==> src/rtl/word_packer.sv <==
// word_packer: assembles a valid/ready byte stream into 32-bit words.
// Every four accepted bytes form one word; a flush emits a partial,
// zero-padded word together with its valid byte count.
module word_packer #(
  parameter int BIG_ENDIAN = 1,
  parameter int CNT_W      = 16
) (
  input  logic             clk,
  input  logic             rst_n,
  input  logic             in_valid,
  input  logic [7:0]       in_byte,
  output logic             in_ready,
  input  logic             flush,
  output logic             out_valid,
  input  logic             out_ready,
  output logic [31:0]      out_word,
  output logic [2:0]       out_bytes,
  output logic [CNT_W-1:0] word_count
);

  logic [31:0]      wbuf_q, wbuf_d;
  logic [1:0]       cnt_q, cnt_d;
  logic             out_valid_q, out_valid_d;
  logic [2:0]       out_bytes_q, out_bytes_d;
  logic [CNT_W-1:0] word_count_q, word_count_d;

  logic             hs;
  logic             byte_acc;
  logic             flush_acc;
  logic             stall;
  logic [2:0]       cnt_after;
  logic             emit;

  // Place byte b into the lane selected by its arrival index.
  function automatic logic [31:0] place_byte(input logic [31:0] w,
                                             input logic [1:0]  idx,
                                             input logic [7:0]  b);
    logic [31:0] r;
    int          lane;
    r    = w;
    lane = (BIG_ENDIAN != 0) ? (3 - int'(idx)) : int'(idx);
    r[lane*8 +: 8] = b;
    return r;
  endfunction

  assign in_ready   = !out_valid_q || out_ready;
  assign out_valid  = out_valid_q;
  assign out_word   = wbuf_q;
  assign out_bytes  = out_bytes_q;
  assign word_count = word_count_q;

  // Next-state: handshake clears the buffer first, then the incoming byte
  // lands in its lane; a completed word or a non-empty flush raises out_valid.
  always_comb begin
    hs        = out_valid_q && out_ready;
    stall     = out_valid_q && !out_ready;
    byte_acc  = in_valid && in_ready;
    flush_acc = flush && in_ready;
    cnt_after = {1'b0, cnt_q} + {2'b00, byte_acc};
    emit      = (cnt_after == 3'd4) || (flush_acc && (cnt_after != 3'd0));

    wbuf_d = hs ? 32'd0 : wbuf_q;
    if (byte_acc) begin
      wbuf_d = place_byte(wbuf_d, cnt_q, in_byte);
    end

    out_valid_d  = emit || stall;
    out_bytes_d  = emit ? cnt_after : (stall ? out_bytes_q : 3'd0);
    cnt_d        = emit ? 2'd0 : cnt_after[1:0];
    word_count_d = word_count_q + CNT_W'(hs);
  end

  // State registers with synchronous active-low reset.
  always_ff @(posedge clk) begin
    if (!rst_n) begin
      wbuf_q       <= '0;
      cnt_q        <= '0;
      out_valid_q  <= 1'b0;
      out_bytes_q  <= '0;
      word_count_q <= '0;
    end else begin
      wbuf_q       <= wbuf_d;
      cnt_q        <= cnt_d;
      out_valid_q  <= out_valid_d;
      out_bytes_q  <= out_bytes_d;
      word_count_q <= word_count_d;
    end
  end

endmodule

==> config.mk <==
export PLATFORM = sky130hd
export DESIGN_NAME = word_packer
export DESIGN_NICKNAME = d
export VERILOG_FILES = /design/src/rtl/word_packer.sv
export SDC_FILE = /design/constraint.sdc
export NUM_CORES = 1
export LEC_CHECK = 0
export CAP_MARGIN = 0
export CORE_MARGIN = 8
export CORE_UTILIZATION = 42
export DETAILED_ROUTE_END_ITERATION = 7
export HOLD_SLACK_MARGIN = 0.1
export PLACE_DENSITY = 0.87
export SLEW_MARGIN = 20
export SYNTH_ARGS = -nofsm -noshare
export SYNTH_HDL_FRONTEND = slang
export SYNTH_SLANG_ARGS = --single-unit
export TNS_END_PERCENT = 10
==> constraint.sdc <==
create_clock -name clk -period 1.9 [get_ports clk]
set_clock_uncertainty 0.05 [all_clocks]
set_input_delay 0.19 -clock clk [delete_from_list [all_inputs] [get_ports clk]]
set_output_delay 0.19 -clock clk [all_outputs]
set_load 0.005 [all_outputs]
; ---- Word-level counts from Yosys, hierarchy flattened
; Index checks and enable logic that the tools add are counted.
[totals]
reg_bits = 54
inputBits = 13
word_cells = 31
[classes]
addsub = 4
eq_ne = 2
n_shift = 2
n_mux = 5
bitwise_logic = 1
n_reduce_logical = 12
[ops]
columns = op, count
row1 = two-way mux 32 bit, 2
row2 = negation 6 -> 33 bit, 1
row3 = "variable shift 8 x 33 -> 32 bit, first input constant", 1
row4 = variable part select 8 x 33 -> 32 bit, 1
row5 = bitwise mux 32 bit, 1
row6 = adder 16 x 1 -> 16 bit, 1
row7 = two-way mux 3 bit, 2
row8 = logical AND 1 bit, 5
row9 = adder 2 x 1 -> 3 bit, 1
row10 = "equality test 3 bit, second input constant", 1
row11 = logical OR 1 bit, 3
row12 = nonzero test 3 bit, 1
row13 = "subtractor 2 x 2 -> 3 bit, first input constant", 1
row14 = zero test 1 bit, 2
row15 = "inequality test 2 x 1 -> 1 bit, second input constant", 1
row16 = OR reduction 2 bit, 1
row17 = inverter 1 bit, 1

; ---- Logic depth before layout (Yosys ltp)
[depth]
word_depth = 8
depth_mapped = 9

; ---- Worst setup path after synthesis
; No wires, ideal clock.
[synth_timing]
kind = register to register
startpoint = register out_valid_q, in the netlist out_valid
endpoint = register word_count_q[14], in the netlist word_count[14]
setup_ns = 0.128
arrival_ns = 1.837
required_ns = 1.722
slack_ns = -0.115
stages_incl_launch_ff = 10
n_path_buf = 1
synth_period_minus_slack_ns = 2.015
cell_sequence = dfxtp_1 > nand2_1 > clkbuf_1 > inv_1 > ha_1 > ha_1 > nand3_1 > nor4_1 > xnor2_1 > nor2_1
[synth_via]
elab_chain_cells = 2
[synth_rtl]
columns = item, line
row1 = start: declaration, 23  ; logic out_valid_q, out_valid_d;
row2 = start signal: assignment, 84  ; out_valid_q <= out_valid_d;
row3 = logical AND 1 bit, 55  ; hs = out_valid_q && out_ready;
row4 = adder 16 x 1 -> 16 bit, 70  ; word_count_d = word_count_q + CNT_W'(hs);
row5 = end signal: assignment, 86  ; word_count_q <= word_count_d;
row6 = end: declaration, 25  ; logic [CNT_W-1:0] word_count_q, word_count_d;
; Every way passes these cells.
; A chain may end at the register's enable or synchronous reset.

; ---- Final worst setup path
[layout_timing]
startpoint = input port out_ready
endpoint = register word_count_q[14], in the netlist word_count[14]
[layout_via]
elab_chain_cells = 2
[layout_rtl]
columns = item, line
row1 = start: declaration, 15  ; input logic out_ready,
row2 = logical AND 1 bit, 55
row3 = adder 16 x 1 -> 16 bit, 70
; Every way passes these cells.

==> impl_metrics.py <==
metrics = {
    "power_and_ir_drop": {
        "p_int_mw": 1.83,
        "sw_frac_of_total_pct": 21.7,
        "p_sw_mw": 0.507,
        "p_seq_share_pct": 49.8,
        "power_frac_comb_pct": 10.5,
        "leakagePower_nw": 1.17,
        "finalPower_mw": 2.34,
        "pwr_density_cell_mw_per_mm2": 719,
        "ir_drop_mv": 0.496,
        "p_clk_share_pct": 39.7,
    },
    "layout": {
        "fin_nets": 349,
        "regArea_sq_mm": 0.00108,
        "finish.utilization_pct": 63.2,
        "multi_input_area_sq_mm": 0.00113,
        "instances_no_fill": 397,
        "fillers": 441,
        "n_antenna_cell": 0,
        "syn_to_final_growth_pct": 43.8,
        "final_layout_size_suffix_gt1_share_pct": 12.2,
    },
    "timing": {
        "fmax_ghz": 0.549,
        "setup_violations": 0,
        "finalCriticalPeriod_ns": 1.82,
        "rsz0062_at_grt": "true",
        "tns_ns": 0,
        "slew_violations": 0,
        "fin_crit_sh_pct": 95.9,
        "tightest_slew_ns": 0.385,
        "hold_viol": 0,
        "whs_ns": 0.422,
        "slew_headroom_pct": 74.3,
    },
    "floorplanning": {
        "start_util_pct": 44.0,
        "dieWidth_um": 89.4,
        "io-pin-count": 66,
        "core_area_sq_mm": 0.00514,
        "design.die.area_sq_mm": 0.00799,
        "row_count": 26,
        "fp.dieH_um": 89.4,
    },
    "yosys": {
        "synthesis.area_sq_mm": 0.00226,
        "synthDominantCellAreaShare_pct": 47.8,
        "synth.distinct_cells": 36,
        "yosysSeqAreaShare_pct": 47.8,
        "synth_common_cells": "dfxtp_1, nand3_1, nor2_1",
        "ys.flop_type": "dfxtp_1",
        "netlist_instances": 250,
        "yosysTopAreaCell": "dfxtp_1",
        "synth_seq_cells": 54,
        "ys_warn_count": 0,
        "async_flop_share_pct": 0,
        "postSynthAreaPerCell_sq_um": 9.04,
        "synth_nets": 273,
        "yosysMostFrequentCell": "dfxtp_1",
        "synth_edf_count": 0,
        "yosys-top-cells-area": "dfxtp_1, nand3_1, ha_1, xnor2_1, a21oi_1",
    },
    "place": {
        "port_buffers": 65,
        "dp_cells": 389,
        "dp_hpwl_um": 4650,
        "gp_congestion": 0.867,
    },
    "critical_path": {
        "worstSetupEndpointType": "register",
        "endpoint": "word_count[14]",
        "critPathKind": "in -> reg",
        "crit_arrival_ns": 1.96,
        "path_cells": "clkdlybuf4s50_1 -> nand2_1 -> inv_1 -> ha_1 -> ha_1 -> nand3_2 -> nor4_2 -> xnor2_1 -> nor2_1",
        "r2r_slack_ns": 0.11,
        "critical_path_required_ns": 2.04,
        "r2r_end": "out_word[8]",
        "slowest_stage": "clkdlybuf4s50_1",
        "cp.depth": 9,
        "crit_fanout": 7,
        "cpPeakStageDelay_ns": 0.53,
        "crit_family": "simple AND/OR/NAND/NOR gates",
        "cpMostUsedCell": "ha_1",
        "r2r_start": "cnt_q[0]",
        "startpoint": "out_ready",
        "critical_path_buf_inv_count": 2,
        "r2r_cells": 6,
        "cp-start-kind": "primary input",
    },
    "route": {
        "routedLengthMet1_um": 2520,
        "first_pass_iters": 4,
        "avgViaCountPerCell": 5.37,
        "drc_errors": 0,
        "met2_length_um": 2960,
        "route.met3.wl_um": 656,
        "ant_nets": 0,
        "vias": 2133,
        "highest_layer": "met4",
        "wirelength_um": 6190,
        "wl_per_cell_um": 15.6,
        "dr.first_iter.drc_count": 128,
    },
    "run_status": {
        "run_status": "completed",
    },
    "cts": {
        "cts_sinks": 54,
        "path_clk_slew_ns": 0.09,
        "clk_root_buffer_cell": "clkbuf_8",
        "cts_buffer_depth": 2,
        "clock_latency_ns": 0.31,
        "cts_tree": "yes",
        "cts_buffers": 5,
        "htree_levels": 2,
        "cts_setup_buffers": 0,
    },
    "grt": {
        "grt-ovfl-total": 0,
        "grt_pass1_wl_um": 9730,
        "antenna_found_initial": 0,
        "grtUsageTotal_pct": 15.7,
        "grt_max_degree": 38,
        "grt_pass1_vias": 2004,
    },
    "job": {
        "maxCapViolCount": 0,
    },
    "min_path": {
        "hp-class": "reg -> reg",
    },
}
[timing repair]
| action | in CTS | in global routing |
|---|---|---|
| endpoints found under the setup margin | 0 | 12 |
| hold buffers | 0 | 0 |
| gates resized for setup | 0 | 6 |
[registers in the layout (all words and copies together), names as in the netlist]
register,count
out_word,32
word_count,16
out_bytes,3
cnt_q,2
out_valid,1
[layout make-up]
cell class / instances / area share [%]
inverter: 9 / 1.04
clock inverter: 2 / 1.85
tap: 70 / 2.69
multi-input combinational: 174 / 34.6
timing repair buffer: 82 / 23.9
sequential: 54 / 33.3
clock buffer: 6 / 2.54
[layout by cell type, fill, tap and decap left out, types with 2 or more instances in the layout]
| cell | count |
|---|---|
| and2_1 | 2 |
| bufinv_16 | 2 |
| and3_1 | 5 |
| nor4_2 | 3 |
| xnor2_1 | 11 |
| a31oi_1 | 3 |
| nand3_1 | 41 |
| ha_1 | 8 |
| inv_1 | 7 |
| dfxtp_1 | 53 |
| a22o_1 | 9 |
| nor3_1 | 6 |
| inv_2 | 2 |
| nor2_1 | 23 |
| nand3_2 | 2 |
| clkdlybuf4s50_1 | 65 |
| nand4_1 | 5 |
| a32oi_1 | 6 |
| nand2_1 | 12 |
| a21oi_1 | 18 |
| o21ai_0 | 4 |
| clkbuf_8 | 6 |
| buf_4 | 17 |
[power by group through the flow]
stage	combinational, mW	clock (mW)	sequential, mW
detailed placement	0.239	0	1.19
finish	0.246	0.928	1.16
floorplan	0.107	0	1.19
global placement	0.233	0	1.19
global route	0.266	1.00	1.17
CTS	0.240	0.938	1.16
[kinds of logic after synthesis]
logic type      share of synthesized area (%)
buf+inv                                  3.93
mux                                     0.443
fa+ha+maj                                5.53
flops                                    47.8
compound gates                           12.4
xor+xnor                                 4.65
simple gates                             25.2
[worst min-delay path by stage]
stage,startpoint,endpoint,cells after the start
floorplan,in_byte[0],out_word[0],1
global placement,out_word[18],out_word[18],2
detailed placement,out_word[0],out_word[0],1
CTS,out_word[27],out_word[27],2
global route,out_word[6],out_word[6],1
finish,out_word[27],out_word[27],2
[per-stage QoR]
| step | instance area, sq um | worst slack, ns |
|---|---|---|
| 6_report | 3250 | 0.0786 |
| 3_3_place_gp | 3090 | -0.169 |
| 4_1_cts | 3230 | 0.0352 |
| 5_1_grt | 3250 | -0.0412 |
| 2_1_floorplan | 2280 | 0.00222 |
| 3_5_place_dp | 3090 | -0.264 |
[per-layer routing]
metal / vias to the layer above / track usage [%]
li1: 1034 / -
met1: 1002 / 19.1
met2: 91 / 25.5
met3: 6 / 5.42
met4: 0 / 4.68
met5: - / 0
[worst register-to-register path: stages (launching register included)]
cell,delay (ns)
dfxtp_1,0.40
inv_2,0.10
ha_4,0.29
or3b_4,0.40
nor3_4,0.29
a32oi_1,0.08
nor2_1,0.11
Note: power is estimated with default switching activity, not from simulation.
